==> src/rtl/load_store_unit.sv <==
// Load/store unit: drives the word-addressed data memory port for
// byte/half/word loads (extract+extend) and stores (read-modify-write).
module load_store_unit #(
    parameter int ADDR_W = 32
) (
    input  logic              clk,
    input  logic              rst,
    input  logic              reqValid,
    output logic              reqReady,
    input  logic              reqWe,
    input  logic [2:0]        reqOp,
    input  logic [ADDR_W-1:0] reqAddr,
    input  logic [31:0]       reqWdata,
    output logic              respValid,
    input  logic              respReady,
    output logic [31:0]       respRdata,
    output logic              respErr,
    output logic [31:0]       memAddr,
    output logic [31:0]       memWriteData,
    output logic              memRead,
    output logic              memWrite,
    input  logic [31:0]       memReadData
);

    typedef enum logic [1:0] {
        IDLE,
        RD,
        WR,
        RESP
    } state_t;

    state_t              state, state_n;
    logic                we_q, we_n;
    logic [2:0]          op_q, op_n;
    logic [ADDR_W-1:0]   addr_q, addr_n;
    logic [31:0]         wdata_q, wdata_n;

    logic                resp_valid_n;
    logic                resp_err_n;
    logic [31:0]         resp_rdata_n;
    logic [31:0]         mem_addr_n;
    logic [31:0]         mem_wdata_n;
    logic                mem_read_n;
    logic                mem_write_n;

    logic [1:0]          req_size;
    logic                req_illegal;
    logic                req_misal;
    logic                req_err;
    logic [31:0]         word_idx;

    logic [7:0]          lane_b;
    logic [15:0]         lane_h;
    logic [31:0]         load_ext;
    logic [31:0]         merged;

    assign reqReady = (state == IDLE) && !rst;

    // Stores only look at the size bits, so 110 is a legal word store.
    assign req_size    = reqOp[1:0];
    assign req_illegal = (req_size == 2'b11) || (!reqWe && reqOp == 3'b110);
    assign req_misal   = ((req_size == 2'b01) && reqAddr[0]) ||
                         ((req_size == 2'b10) && (reqAddr[1:0] != 2'b00));
    assign req_err     = req_illegal || req_misal;
    assign word_idx    = 32'(reqAddr >> 2);

    always_comb begin
        lane_b = 8'h00;
        unique case (addr_q[1:0])
            2'd0: lane_b = memReadData[7:0];
            2'd1: lane_b = memReadData[15:8];
            2'd2: lane_b = memReadData[23:16];
            2'd3: lane_b = memReadData[31:24];
            default: lane_b = 8'h00;
        endcase
        lane_h = addr_q[1] ? memReadData[31:16] : memReadData[15:0];

        load_ext = memReadData;
        if (op_q[1:0] == 2'b00)
            load_ext = {{24{~op_q[2] & lane_b[7]}}, lane_b};
        else if (op_q[1:0] == 2'b01)
            load_ext = {{16{~op_q[2] & lane_h[15]}}, lane_h};

        merged = memReadData;
        if (op_q[1:0] == 2'b00)
            merged[{addr_q[1:0], 3'b000} +: 8] = wdata_q[7:0];
        else
            merged[{addr_q[1], 4'b0000} +: 16] = wdata_q[15:0];
    end

    always_comb begin
        state_n      = state;
        we_n         = we_q;
        op_n         = op_q;
        addr_n       = addr_q;
        wdata_n      = wdata_q;
        resp_valid_n = respValid;
        resp_err_n   = respErr;
        resp_rdata_n = respRdata;
        mem_addr_n   = memAddr;
        mem_wdata_n  = memWriteData;
        mem_read_n   = 1'b0;
        mem_write_n  = 1'b0;

        unique case (state)
            IDLE: begin
                if (reqValid) begin
                    we_n         = reqWe;
                    op_n         = reqOp;
                    addr_n       = reqAddr;
                    wdata_n      = reqWdata;
                    resp_rdata_n = 32'h0;
                    if (req_err) begin
                        resp_err_n   = 1'b1;
                        resp_valid_n = 1'b1;
                        state_n      = RESP;
                    end else begin
                        resp_err_n = 1'b0;
                        mem_addr_n = word_idx;
                        if (reqWe && req_size == 2'b10) begin
                            mem_wdata_n = reqWdata;
                            mem_write_n = 1'b1;
                            state_n     = WR;
                        end else begin
                            mem_read_n = 1'b1;
                            state_n    = RD;
                        end
                    end
                end
            end
            RD: begin
                if (we_q) begin
                    mem_wdata_n = merged;
                    mem_write_n = 1'b1;
                    state_n     = WR;
                end else begin
                    resp_rdata_n = load_ext;
                    resp_valid_n = 1'b1;
                    state_n      = RESP;
                end
            end
            WR: begin
                resp_valid_n = 1'b1;
                state_n      = RESP;
            end
            RESP: begin
                if (respReady) begin
                    resp_valid_n = 1'b0;
                    state_n      = IDLE;
                end
            end
            default: state_n = IDLE;
        endcase
    end

    always_ff @(posedge clk) begin
        if (rst) begin
            state        <= IDLE;
            we_q         <= 1'b0;
            op_q         <= 3'b000;
            addr_q       <= '0;
            wdata_q      <= 32'h0;
            respValid    <= 1'b0;
            respErr      <= 1'b0;
            respRdata    <= 32'h0;
            memAddr      <= 32'h0;
            memWriteData <= 32'h0;
            memRead      <= 1'b0;
            memWrite     <= 1'b0;
        end else begin
            state        <= state_n;
            we_q         <= we_n;
            op_q         <= op_n;
            addr_q       <= addr_n;
            wdata_q      <= wdata_n;
            respValid    <= resp_valid_n;
            respErr      <= resp_err_n;
            respRdata    <= resp_rdata_n;
            memAddr      <= mem_addr_n;
            memWriteData <= mem_wdata_n;
            memRead      <= mem_read_n;
            memWrite     <= mem_write_n;
        end
    end

endmodule

==> config.mk <==
export PLATFORM = sky130hd
export DESIGN_NAME = load_store_unit
export DESIGN_NICKNAME = d
export VERILOG_FILES = /design/src/rtl/load_store_unit.sv
export SDC_FILE = /design/constraint.sdc
export NUM_CORES = 1
export LEC_CHECK = 0
export BUFFER_PORTS_ARGS = -buffer_cell sky130_fd_sc_hd__buf_2
export CAP_MARGIN = 15
export CORE_ASPECT_RATIO = 0.8
export CORE_MARGIN = 5
export CORE_UTILIZATION = 30
export DETAILED_ROUTE_END_ITERATION = 6
export GPL_TIMING_DRIVEN = 0
export PLACE_DENSITY_LB_ADDON = 0.1
export SYNTH_ARGS = -nofsm -noshare
export SYNTH_HDL_FRONTEND = slang
export SYNTH_SLANG_ARGS = --single-unit
==> constraint.sdc <==
create_clock -name clk -period 2.4 [get_ports clk]
set_input_delay 0.12 -clock clk [delete_from_list [all_inputs] [get_ports clk]]
set_output_delay 0.12 -clock clk [all_outputs]
set_load 0.01 [all_outputs]
==> qor.yml, run 1 <==
syn_inst: 702
diodes: 0
avgSynthCellArea_um2: 8.960
maxSlewViolCount: 0
asyncSetResetFlopFracSynth: 0
setup.worst_path.start_class: "register"
critPathMaxFanout: 13
worst_skew_pair.late_latency_ns: 0.42
pwr_density_cell_nw_per_um2: 1091
max-cap-violations: 0
p_leak_uw: 0.003932
port_buffers: 201
drive_gt1_frac: 0.3414
numCtsBuffers: 17
clockBufferDepth: 2
critical_path.cell_chain: "buf_12 -> inv_1 -> ha_1 -> and4b_1 -> clkbuf_2 -> a221oi_1 -> a2111oi_2 -> mux2_2"
cp.required_ns: 2.77
pin_count_of_the_biggest_net_entering_global_routing: 17
finalCriticalPeriod_ns: 2.409
outcome: "complete, but fails checks"
placement_rows: 47
crit_path_end_kind: "register"
filler_cell_count: 2063
grt_first_pass_wirelength_um: 37720
tritoncts_clock_tree: "yes"
primary_flip_flop_cell_chosen_by_synthesis_mapping: "sky130_fd_sc_hd__dfxtp_1"
tightestPinTransition_ns: 0.7847
fin_skew_ns: 0.006963
post-place-ws_ns: -0.8937
overflow: 0
ys_seq_area_frac: 0.3883
clk_transition_reported_paths_ns: 0.06
starting_density_of_the_core: 0.3047
syn_area_um2: 6290
detailroute.via_count: 6402
detail_route.drc_violations: 0
clk_root_buffer_cell: "sky130_fd_sc_hd__clkbuf_16"
violations: "negative setup slack"
wire_per_inst_um: 19.75
yosys_warning_count: 0
timing.hold.worst.class: "in -> reg"
finalHoldViolCount: 0
nets: 1088
post_drt_via_cell_ratio: 5.097
timing.final.crit_share: 1.004
grt.total_usage: 0.2027
synth-edff-count: 0
ant_nets: 0
antenna_found_initial: 0
unrepaired_setup_endpoints_after_global_routing: "true"
synthDistinctLibCells: 47
die_width_um: 171.9
routabilityCongestion: 0.8759
layout_setup_ws_ns: -0.008572
grt_pass1_vias: 6407
area.growth.synth_to_final_pct: 44.96
worst_slew_margin_relative_to_its_limit: 0.4713
fp.dieArea_um2: 23980
htree_levels: 4
power.total_uw: 9944
drt_iter0_markers: 366
ys_seq_elements: 122
vdd_ir_drop_max_uv: 534.8
critPathKind: "reg -> reg"
max_clock_freq_ghz: 0.4152
vertical_die_dimension_um: 139.5
post-dp-hpwl_um: 18650
cp.arrival_ns: 2.77
total_wire_length_after_detailed_routing_um: 24810
detailedRoute.firstPassIterationCount: 5
finalSetupViolations: 1
ios: 205
worst_path_max_delay_cell: "sky130_fd_sc_hd__a2111oi_2"
cp_slowest_stage_delay_ns: 0.51
clkSinkCount: 122
core_area_um2: 20640
[cells in the final DEF, fill, tap and decap left out, types with 3 or more instances in the layout]
master	instances
sky130_fd_sc_hd__dfxtp_1	120
sky130_fd_sc_hd__clkbuf_2	6
sky130_fd_sc_hd__a221oi_1	33
sky130_fd_sc_hd__a2111oi_1	10
sky130_fd_sc_hd__nand2_1	68
sky130_fd_sc_hd__clkbuf_1	33
sky130_fd_sc_hd__o21ai_1	16
sky130_fd_sc_hd__ha_1	10
sky130_fd_sc_hd__dlygate4sd3_1	51
sky130_fd_sc_hd__a2111oi_2	20
sky130_fd_sc_hd__inv_1	18
sky130_fd_sc_hd__mux2i_1	33
sky130_fd_sc_hd__bufinv_16	5
sky130_fd_sc_hd__a21oi_1	35
sky130_fd_sc_hd__clkbuf_16	17
sky130_fd_sc_hd__a222oi_1	7
sky130_fd_sc_hd__buf_4	3
sky130_fd_sc_hd__o22ai_1	16
sky130_fd_sc_hd__nor2b_1	76
sky130_fd_sc_hd__buf_2	216
sky130_fd_sc_hd__buf_6	7
sky130_fd_sc_hd__a22o_1	45
sky130_fd_sc_hd__mux2_2	32
sky130_fd_sc_hd__nand2b_1	3
sky130_fd_sc_hd__o21ai_0	10
sky130_fd_sc_hd__clkinv_4	4
sky130_fd_sc_hd__nor2_1	36
sky130_fd_sc_hd__and3_1	3
sky130_fd_sc_hd__a221oi_2	6
[where the power goes]
part	total, uW	internal (uW)	switching, uW
Sequential	2900	2560	342
Combinational	4170	1860	2320
Clock	2870	1850	1020
Total	9940	6270	3670
[timing repair]
action | CTS | global route
hold buffers | 51 | 0
pin swaps | 3 | 6
buffers inserted | 0 | 1
endpoints found under the hold margin | 51 | 0
setup endpoints to repair | 64 | 44
cloned | 1 | 0
gates resized for setup | 54 | 37
[cell usage after synthesis, types with 4 or more instances]
cell | number | area, um2
sky130_fd_sc_hd__o21ai_0 | 10 | 50.05
sky130_fd_sc_hd__inv_1 | 18 | 67.56
sky130_fd_sc_hd__dfxtp_1 | 122 | 2442
sky130_fd_sc_hd__clkbuf_1 | 40 | 150.1
sky130_fd_sc_hd__a222oi_1 | 7 | 70.07
sky130_fd_sc_hd__nand2_1 | 68 | 255.2
sky130_fd_sc_hd__a21oi_1 | 36 | 180.2
sky130_fd_sc_hd__nor2b_1 | 77 | 481.7
sky130_fd_sc_hd__buf_6 | 4 | 45.04
sky130_fd_sc_hd__nor2_1 | 36 | 135.1
sky130_fd_sc_hd__o22ai_1 | 16 | 100.1
sky130_fd_sc_hd__buf_2 | 20 | 100.1
sky130_fd_sc_hd__a221oi_1 | 39 | 341.6
sky130_fd_sc_hd__mux2_2 | 33 | 371.6
sky130_fd_sc_hd__a22o_1 | 45 | 394.1
sky130_fd_sc_hd__ha_1 | 10 | 125.1
sky130_fd_sc_hd__o21ai_1 | 16 | 80.08
sky130_fd_sc_hd__a2111oi_0 | 32 | 280.3
sky130_fd_sc_hd__mux2i_1 | 33 | 330.3
[layer usage]
layer / track usage / part of all wire / vias to the layer above
li1: - / - / 3137
met1: 0.2998 / 0.49 / 3044
met2: 0.3009 / 0.44 / 202
met3: 0.05018 / 0.060 / 19
met4: 0.03722 / 0.0070 / 0
met5: 0 / 0 / -
[through the flow]
stage	cell area [um2]	std cells	hold WS (ns)	util	TNS [ns]
finish	9117	1256	0.01796	0.4417	-0.008572
global placement	7642	1173	0.3297	0.3702	-30.44
floorplan	6300	703	0.2457	-	0
CTS	8972	1255	0.0001656	0.4347	0
global route	9117	1256	0.01836	0.4417	-0.09775
detailed placement	7642	1173	0.3345	0.3702	-30.18
[area by class of cell]
| cell class | instances | area [um2] | share of cell area |
|---|---|---|---|
| clock buffer | 18 | 429.2 | 0.04707 |
| inverter | 18 | 67.56 | 0.007410 |
| tap | 269 | 336.6 | 0.03692 |
| buffer | 66 | 357.8 | 0.03925 |
| sequential | 122 | 2450 | 0.2687 |
| multi-input combinational | 495 | 3700 | 0.4058 |
| timing repair buffer | 254 | 1556 | 0.1707 |
| clock inverter | 14 | 220.2 | 0.02415 |
[state kept, by name, indices dropped and copies added (netlist names), 2 cells and up]
name,flops
addr_q,2
memAddr,30
memWriteData,32
op_q,3
respRdata,32
state,2
wdata_q,16
[kinds of logic (layout without fill, tap and decap cells)]
group | count (synthesis) | after routing | synth area share
multiplexers | 66 | 66 | 0.1116
other | 1 | 2 | 0.0005962
AND/OR/NAND/NOR | 203 | 203 | 0.1639
buffers and inverters | 86 | 370 | 0.06146
adder cells (fa/ha/maj) | 10 | 10 | 0.01989
flip-flops | 122 | 122 | 0.3883
AO/OA/AOI/OAI | 214 | 214 | 0.2542
[worst paths after layout]
| kind | startpoint | end | slack [ns] | cells past startpoint |
|---|---|---|---|---|
| worst max-delay path | addr_q[1]$_SDFFE_PP0P_ | memWriteData[13]$_SDFFE_PP0P_ | -0.009 | 8 |
| worst min-delay path | reqOp[1] | op_q[1]$_SDFFE_PP0P_ | 0.02 | 3 |
| worst min register to register | respRdata[31]$_SDFFE_PP0P_ | respRdata[31]$_SDFFE_PP0P_ | 0.44 | 2 |
| worst max register to register | addr_q[1]$_SDFFE_PP0P_ | memWriteData[13]$_SDFFE_PP0P_ | -0.009 | 8 |
[critical path, delay by kind of cell (launching register included)]
family	cells	cell delay, ns
buffers and inverters	3	0.47
muxes	1	0.26
DFF	1	0.37
AOI/OAI and AO/OA	2	0.64
and+or+nand+nor	1	0.22
adders and majority gates	1	0.39
Power figures use the tool's default switching activity.
==> inputs of run 2 (changes only) <==
--- a/config.mk
+++ b/config.mk
@@ -5,13 +5,13 @@
 export SDC_FILE = /design/constraint.sdc
 export NUM_CORES = 1
 export LEC_CHECK = 0
+export ABC_AREA = 1
 export BUFFER_PORTS_ARGS = -buffer_cell sky130_fd_sc_hd__buf_2
 export CAP_MARGIN = 15
 export CORE_ASPECT_RATIO = 0.8
 export CORE_MARGIN = 5
 export CORE_UTILIZATION = 30
 export DETAILED_ROUTE_END_ITERATION = 6
-export GPL_TIMING_DRIVEN = 0
 export PLACE_DENSITY_LB_ADDON = 0.1
 export SYNTH_ARGS = -nofsm -noshare
 export SYNTH_HDL_FRONTEND = slang
==> run 2 against run 1 <==
  * The flow now finishes without violations
  * Sequential power rose by 5%
  * Routed wire length rose by 8.6%
  * Non-clock buffer count fell by 45
  * Hold slack got worse by 0.0058 ns
  * Die area rose by 15%
  * Largest power group unchanged
  * Global-route usage fell by 0.80 points
  * Combinational power rose by 22%
  * Clock-buffer cell count fell by 1
  * Sequential share of layout area fell by 1.4 points
==> qor.yml, run 2 <==
outcome: "finished, final reports clean"  # was complete, but fails checks
clkSinkCount: 122  # unchanged
ys_seq_elements: 122  # unchanged
cp.required_ns: 2.76  # was 2.77 ns
grt.total_usage: 0.1947  # was 0.2027
finalCriticalPeriod_ns: 2.099  # was 2.409 ns
critPathKind: "reg -> reg"  # unchanged
synth.cells.most_frequent: "sky130_fd_sc_hd__nand2_1 (468), sky130_fd_sc_hd__nand3_1 (153), sky130_fd_sc_hd__nor2_1 (146)"  # was sky130_fd_sc_hd__dfxtp_1 (122), sky130_fd_sc_hd__nor2b_1 (77), sky130_fd_sc_hd__nand2_1 (68)
power.switching_uw: 4935  # was 3675 uW
post-place-ws_ns: 0.3195  # was -0.8937 ns
max_clock_freq_ghz: 0.4765  # was 0.4152 GHz
grt_first_pass_wirelength_um: 42640  # was 37,720 um
avgSynthCellArea_um2: 5.921  # was 8.960 um2
clockBufferDepth: 2  # unchanged
tritoncts_clock_tree: "yes"  # unchanged
numCtsBuffers: 17  # unchanged
pwr_density_cell_nw_per_um2: 1124  # was 1091 nW/um2
p_leak_uw: 0.005076  # was 0.003932 uW
proportion_of_power_drawn_by_flip_flops_and_latches: 0.282  # was 0.292
htree_levels: 4  # unchanged
final_cell_mix: "sky130_fd_sc_hd__nand2_1 (468), sky130_fd_sc_hd__buf_2 (202), sky130_fd_sc_hd__nand3_1 (153)"  # was sky130_fd_sc_hd__buf_2 (216), sky130_fd_sc_hd__dfxtp_1 (120), sky130_fd_sc_hd__nor2b_1 (76)
yosysTopAreaCell: "sky130_fd_sc_hd__dfxtp_1"  # unchanged
worst_path_max_delay_cell: "sky130_fd_sc_hd__dfxtp_1"  # was sky130_fd_sc_hd__a2111oi_2
finalSetupViolations: 0  # was 1
comb_power_share: 0.470  # was 0.420
net_switching_share_of_the_total_power: 0.4583  # was 0.3695
core_area_um2: 24120  # was 20,640 um2
synth.most_common_cell: "sky130_fd_sc_hd__nand2_1"  # was sky130_fd_sc_hd__dfxtp_1
finalCoreUtilization: 0.3970  # was 0.4417
setup-tns-final_ns: 0  # was -0.008572 ns
maxSlewViolCount: 0  # unchanged
layout_commonest_cell: "sky130_fd_sc_hd__nand2_1"  # was sky130_fd_sc_hd__buf_2
synth_area_leaders: "sky130_fd_sc_hd__dfxtp_1 (34%), sky130_fd_sc_hd__nand2_1 (24%), sky130_fd_sc_hd__nand3_1 (11%), sky130_fd_sc_hd__nor2_1 (7.5%), sky130_fd_sc_hd__inv_1 (5.4%)"  # was sky130_fd_sc_hd__dfxtp_1 (39%), sky130_fd_sc_hd__nor2b_1 (7.7%), sky130_fd_sc_hd__a22o_1 (6.3%), sky130_fd_sc_hd__mux2_2 (5.9%), sky130_fd_sc_hd__a221oi_1 (5.4%)
nets: 1560  # was 1,088
worst_slew_margin_relative_to_its_limit: 0.5446  # was 0.4713
ios: 205  # unchanged
critical_path.cell_chain: "inv_2 -> nand2_2 -> nor2_1 -> nor2_4 -> nand4_1 -> a21oi_1"  # was buf_12 -> inv_1 -> ha_1 -> and4b_1 -> clkbuf_2 -> a221oi_1 -> a2111oi_2 -> mux2_2
die_width_um: 184.3  # was 171.9 um
post_drt_via_cell_ratio: 4.602  # was 5.097
filler_cell_count: 2694  # was 2,063
detailedRoute.firstPassIterationCount: 5  # unchanged
critPathMaxFanout: 24  # was 13
cp_slowest_stage_delay_ns: 0.68  # was 0.51 ns
ys_seq_area_frac: 0.3351  # was 0.3883
post-dp-hpwl_um: 19310  # was 18,650 um
max-cap-violations: 0  # unchanged
wire_per_inst_um: 15.17  # was 19.75 um
global_route.usage.met2: 0.3192  # was 0.3009
worst_skew_pair.late_latency_ns: 0.43  # was 0.42 ns
diodes: 0  # unchanged
grt_pass1_vias: 7919  # was 6,407
synth-edff-count: 0  # unchanged
area.growth.synth_to_final_pct: 31.40  # was 44.96%
crit_path_end_kind: "register"  # unchanged
routabilityCongestion: 0.8931  # was 0.8759
synth_top_cell_area_share: 0.3351  # was 0.3883
port_buffers: 202  # was 201
setup.worst_path.start_class: "register"  # unchanged
layout_setup_ws_ns: 0.3012  # was -0.008572 ns
fp.dieArea_um2: 27530  # was 23,980 um2
grt_util_met1: 0.2588  # was 0.2998
worst_hold_slack_ns: 0.01221  # was 0.01796 ns
cp.arrival_ns: 2.46  # was 2.77 ns
placement_rows: 51  # was 47
vdd_ir_drop_max_uv: 509.4  # was 534.8 uV
total_wire_length_after_detailed_routing_um: 26960  # was 24,810 um
timing.final.crit_share: 0.8745  # was 1.004
tightestPinTransition_ns: 0.6807  # was 0.7847 ns
clk_root_buffer_cell: "sky130_fd_sc_hd__clkbuf_16"  # unchanged
syn_area_um2: 7288  # was 6290 um2
syn_inst: 1231  # was 702
synthDistinctLibCells: 30  # was 47
drive_gt1_frac: 0.1981  # was 0.3414
regToRegSetupSlack_ns: 0.30  # was -0.009 ns
asyncSetResetFlopFracSynth: 0  # unchanged
clk_transition_reported_paths_ns: 0.07  # was 0.06 ns
ant_nets: 0  # unchanged
power.total_uw: 10770  # was 9944 uW
timing.hold.worst.class: "in -> reg"  # unchanged
detail_route.drc_violations: 0  # unchanged
grt_busiest_layer: "met2"  # unchanged
unrepaired_setup_endpoints_after_global_routing: "false"  # was true
fin_skew_ns: 0.008767  # was 0.006963 ns
biggestRegsByFlops: "memWriteData: 32 flops, respRdata: 32 flops, memAddr: 30 flops"  # unchanged
detailroute.via_count: 8178  # was 6,402
starting_density_of_the_core: 0.3022  # was 0.3047
finalHoldViolCount: 0  # unchanged
primary_flip_flop_cell_chosen_by_synthesis_mapping: "sky130_fd_sc_hd__dfxtp_1"  # unchanged
grt_util_met3: 0.05006  # was 0.05018
overflow: 0  # unchanged
vertical_die_dimension_um: 149.4  # was 139.5 um
drt_iter0_markers: 513  # was 366
clk_network_pwr_share: 0.247  # was 0.288
antenna_found_initial: 1  # was 0
yosys_warning_count: 0  # unchanged
internal_power_uw: 5834  # was 6270 uW
pin_count_of_the_biggest_net_entering_global_routing: 68  # was 17
## run 2: cell count changes in the layout (fill, tap and decap cells not counted), moves of 45 or more
cell / delta
sky130_fd_sc_hd__nand3_1: +151
sky130_fd_sc_hd__nor2_1: +109
sky130_fd_sc_hd__inv_1: +87
sky130_fd_sc_hd__a22o_1: -45
sky130_fd_sc_hd__nand2_1: +400
sky130_fd_sc_hd__nor2b_1: -76
## run 2: cells by family (layout without fill, tap and decap cells)
logic type	count (synthesis)	count (layout)	share of synthesized area
and+or+nand+nor	809	809	0.4620
buffers and inverters	194	421	0.1183
DFF	122	122	0.3351
AOI/OAI and AO/OA	95	95	0.06695
adders and majority gates	10	10	0.01717
other	1	2	0.0005145
## run 2: worst max-delay path: cells and delay by family, from the launching register on
family,cells,cell delay [ns]
AOI/OAI and AO/OA,1,0.18
and+or+nand+nor,4,0.92
buffers and inverters,1,0.22
DFF,1,0.68
## run 2: final timing paths
kind	start	endpoint	cells after the start
worst max-delay path	op_q[1]$_SDFFE_PP0P_	respRdata[27]$_SDFFE_PP0P_	6
worst min-delay path	reqWdata[19]	memWriteData[19]$_SDFFE_PP0P_	5
worst min register to register	respRdata[3]$_SDFFE_PP0P_	respRdata[3]$_SDFFE_PP0P_	2
worst max register to register	op_q[1]$_SDFFE_PP0P_	respRdata[27]$_SDFFE_PP0P_	6
## run 2: power groups by stage
stage	clock network, uW	logic [uW]	registers [uW]
floorplan	0	3440	3190
global placement	0	5030	3090
detailed placement	0	5070	3080
CTS	2740	5150	3050
global route	2830	5800	3120
finish	2660	5070	3040
## run 2: area by class of cell
| cell class | count | area (um2) | area share |
|---|---|---|---|
| tap | 318 | 397.9 | 0.04155 |
| sequential | 122 | 2442 | 0.2550 |
| multi-input combinational | 916 | 3990 | 0.4166 |
| clock inverter | 15 | 175.2 | 0.01829 |
| inverter | 114 | 431.7 | 0.04507 |
| timing repair buffer | 275 | 1714 | 0.1790 |
| clock buffer | 17 | 425.4 | 0.04442 |
## run 2: metrics by stage
step           std cells  instance area (um2)
2_1_floorplan       1232                 7292
3_3_place_gp        1693                 8456
3_5_place_dp        1693                 8456
4_1_cts             1777                 9577
5_1_grt             1777                 9577
6_report            1777                 9577
## run 2: repair_timing
item	CTS	global route
hold endpoints to repair	52	0
resized for setup	0	0
hold buffers	52	0
buffers inserted	0	0
## run 2: routing by layer
layer	routed length, um	vias to the layer above	part of all wire
met5	7	-	0.00026
met4	333	2	0.012
met3	1609	30	0.060
met2	12280	205	0.46
met1	12730	3691	0.47
li1	-	4250	-
==> inputs of run 3 (changes only) <==
--- a/config.mk
+++ b/config.mk
@@ -9,7 +9,6 @@
 export BUFFER_PORTS_ARGS = -buffer_cell sky130_fd_sc_hd__buf_2
 export CAP_MARGIN = 15
 export CORE_ASPECT_RATIO = 0.8
-export CORE_MARGIN = 5
 export CORE_UTILIZATION = 30
 export DETAILED_ROUTE_END_ITERATION = 6
 export PLACE_DENSITY_LB_ADDON = 0.1
==> constraint.sdc (replaced) <==
create_clock -name clk -period 2.5 [get_ports clk]
set_input_delay 0.125 -clock clk [delete_from_list [all_inputs] [get_ports clk]]
set_output_delay 0.125 -clock clk [all_outputs]
set_load 0.01 [all_outputs]
==> run 3 against run 2 <==
  * Register-to-register slack improved by 0.06 ns
  * Sequential power shrank 5%
  * Worst setup slack improved by 0.057 ns
  * Clock power decreased by 4%
  * Final cell count shrank 0.51%
  * Via count shrank 0.67%
  * Flip-flop and latch count did not move
  * Combinational power decreased by 5.1%
  * Design area decreased by 0.54%
  * Die area down 9.5%
  * First-iteration DRC count is 7.4% lower
  * Critical path type unchanged
  * Largest cell class unchanged
  * Largest power group unchanged
==> qor.yml, run 3 (synthesis gave the netlist of run 2 again) <==
outcome: "finished, final reports clean"  # unchanged
timing.hold.worst.class: "in -> reg"  # unchanged
layout.area.seq_um2: 2442  # unchanged
net_switching_share_of_the_total_power: 0.4531  # was 0.4583
critPathMaxFanout: 27  # was 24
cp.arrival_ns: 2.50  # was 2.46 ns
worst_slew_margin_relative_to_its_limit: 0.5656  # was 0.5446
pwr_density_cell_nw_per_um2: 1076  # was 1124 nW/um2
die_width_um: 176.3  # was 184.3 um
critical_path.cell_chain: "buf_4 -> buf_4 -> nand2_1 -> nand2_1 -> nand2_1 -> nand2_1 -> nand4_1 -> a21oi_1"  # was inv_2 -> nand2_2 -> nor2_1 -> nor2_4 -> nand4_1 -> a21oi_1
detailroute.via_count: 8123  # was 8,178
pin_count_of_the_biggest_net_entering_global_routing: 65  # was 68
tritoncts_clock_tree: "yes"  # unchanged
power.switching_uw: 4642  # was 4935 uW
clk_transition_reported_paths_ns: 0.07  # about the same
finalSetupViolations: 0  # unchanged
crit_path_end_kind: "register"  # unchanged
clk_root_buffer_cell: "sky130_fd_sc_hd__clkbuf_16"  # unchanged
numCtsBuffers: 17  # unchanged
timing.final.crit_share: 0.8565  # was 0.8745
tightestPinTransition_ns: 0.6516  # was 0.6807 ns
setup.worst_path.start_class: "register"  # unchanged
finalHoldViolCount: 0  # unchanged
finalCriticalPeriod_ns: 2.141  # was 2.099 ns
worst_path_most_repeated_cell: "sky130_fd_sc_hd__nand2_1"
starting_density_of_the_core: 0.3082  # was 0.3022
timing.critical_path.buf_inv: 2  # was 1
grt_pass1_vias: 7546  # was 7,919
fin_skew_ns: 0.008636  # was 0.008767 ns
worst_skew_pair.late_latency_ns: 0.43  # about the same
grt_util_met1: 0.2744  # was 0.2588
max_clock_freq_ghz: 0.4670  # was 0.4765 GHz
placement_rows: 50  # was 51
post_drt_via_cell_ratio: 4.594  # was 4.602
port_buffers: 202  # unchanged
filler_cell_count: 2636  # was 2,694
wire_per_inst_um: 14.49  # was 15.17 um
total_wire_length_after_detailed_routing_um: 25620  # was 26,960 um
grt_busiest_layer: "met2"  # unchanged
grt.total_usage: 0.2067  # was 0.1947
unrepaired_setup_endpoints_after_global_routing: "false"  # unchanged
biggestRegsByFlops: "memWriteData: 32 flops, respRdata: 32 flops, memAddr: 30 flops"  # unchanged
post_cts_setup_repair_buffer_count: 0  # unchanged
overflow: 0  # unchanged
clkSinkCount: 122  # unchanged
timing.critical_path.max_delay_family: "simple AND/OR/NAND/NOR gates"  # unchanged
internal_power_uw: 5604  # was 5834 uW
worst_path_max_delay_cell: "sky130_fd_sc_hd__nand2_1"  # was sky130_fd_sc_hd__dfxtp_1
clk_network_pwr_share: 0.248  # was 0.247
area.growth.synth_to_final_pct: 30.70  # was 31.40%
vdd_ir_drop_max_uv: 504.6  # was 509.4 uV
power.total_uw: 10250  # was 10,770 uW
setup-tns-final_ns: 0  # unchanged
grt_util_met3: 0.04877  # was 0.05006
maxSlewViolCount: 0  # unchanged
multi_input_gate_area_in_the_final_layout_um2: 3990  # unchanged
htree_levels: 4  # unchanged
fp.dieArea_um2: 24930  # was 27,530 um2
global_route.usage.met2: 0.3344  # was 0.3192
antenna_found_initial: 2  # was 1
p_leak_uw: 0.005064  # was 0.005076 uW
max-cap-violations: 0  # unchanged
drt_iter0_markers: 475  # was 513
nets: 1556  # was 1,560
vertical_die_dimension_um: 141.4  # was 149.4 um
critPathKind: "reg -> reg"  # unchanged
routabilityCongestion: 0.8446  # was 0.8931
layout_commonest_cell: "sky130_fd_sc_hd__nand2_1"  # unchanged
comb_power_share: 0.469  # was 0.470
final_cell_mix: "sky130_fd_sc_hd__nand2_1 (468), sky130_fd_sc_hd__buf_2 (202), sky130_fd_sc_hd__nand3_1 (153)"  # unchanged
ios: 205  # unchanged
detail_route.drc_violations: 0  # unchanged
core_area_um2: 23650  # was 24,120 um2
post-dp-hpwl_um: 18590  # was 19,310 um
proportion_of_power_drawn_by_flip_flops_and_latches: 0.282  # about the same
detailedRoute.firstPassIterationCount: 5  # unchanged
ant_nets: 0  # unchanged
clockBufferDepth: 2  # unchanged
grt_first_pass_wirelength_um: 40340  # was 42,640 um
drive_gt1_frac: 0.2000  # was 0.1981
cp_slowest_stage_delay_ns: 0.42  # was 0.68 ns
cp.required_ns: 2.86  # was 2.76 ns
==> run 3: cell count changes in the layout (fill, tap and decap cells not counted), sizes merged <==
| cell | change |
|---|---|
| inv | +2 |
| clkinvlp | -1 |
| clkinv | -1 |
| buf | +1 |
| dlygate4sd3 | -5 |
| diode | +1 |
==> run 3: final cells by class <==
cell class	count	area share
inverter	114	0.04532
sequential	122	0.2564
antenna	1	0.0002627
clock buffer	17	0.04466
tap	312	0.04098
multi-input combinational	916	0.4189
timing repair buffer	271	0.1755
clock inverter	15	0.01800
==> run 3: layer usage <==
layer | routed length (um) | up-vias
met5 | 0 | -
met4 | 288 | 0
met3 | 1748 | 20
met2 | 11650 | 236
met1 | 11930 | 3630
li1 | - | 4237
==> run 3: worst paths after layout <==
path / startpoint / cells after the start / end / slack [ns]
worst min register to register: respRdata[21]$_SDFFE_PP0P_ / 2 / respRdata[21]$_SDFFE_PP0P_ / 0.46
worst max-delay path: addr_q[1]$_SDFFE_PP0P_ / 8 / respRdata[26]$_SDFFE_PP0P_ / 0.36
worst max register to register: addr_q[1]$_SDFFE_PP0P_ / 8 / respRdata[26]$_SDFFE_PP0P_ / 0.36
worst min-delay path: reqWdata[29] / 5 / memWriteData[29]$_SDFFE_PP0P_ / 0.01
==> run 3: power by group through the flow <==
stage                     sequential [uW]  clock, uW  combinational (uW)
final                                2890       2550                4810
after global routing                 2960       2690                5480
after CTS                            2890       2610                4870
after floorplan                      3060          0                3300
after global placement               2930          0                4790
after detailed placement             2930          0                4790
==> run 3: what timing repair did <==
| action | in CTS | in global routing |
|---|---|---|
| endpoints found under the hold margin | 47 | 0 |
| resized for setup | 0 | 1 |
| hold buffers | 47 | 0 |
| setup endpoints to repair | 0 | 27 |
==> run 3: through the flow <==
stage	hold slack (ns)	area (um2)	utilization	std cells	setup slack [ns]
2_1_floorplan	0.2281	7292	-	1232	0.7001
3_3_place_gp	0.3115	8456	0.3576	1688	0.3110
3_5_place_dp	0.3162	8456	0.3576	1688	0.2243
4_1_cts	0.003062	9523	0.4027	1767	0.2012
5_1_grt	0.02584	9523	0.4027	1767	0.1525
6_report	0.01133	9525	0.4028	1768	0.3587
==> run 3: worst min-delay path, delay by kind of cell <==
family                 cells  cell delay [ns]
and+or+nand+nor            4             0.19
buffers and inverters      1             0.08
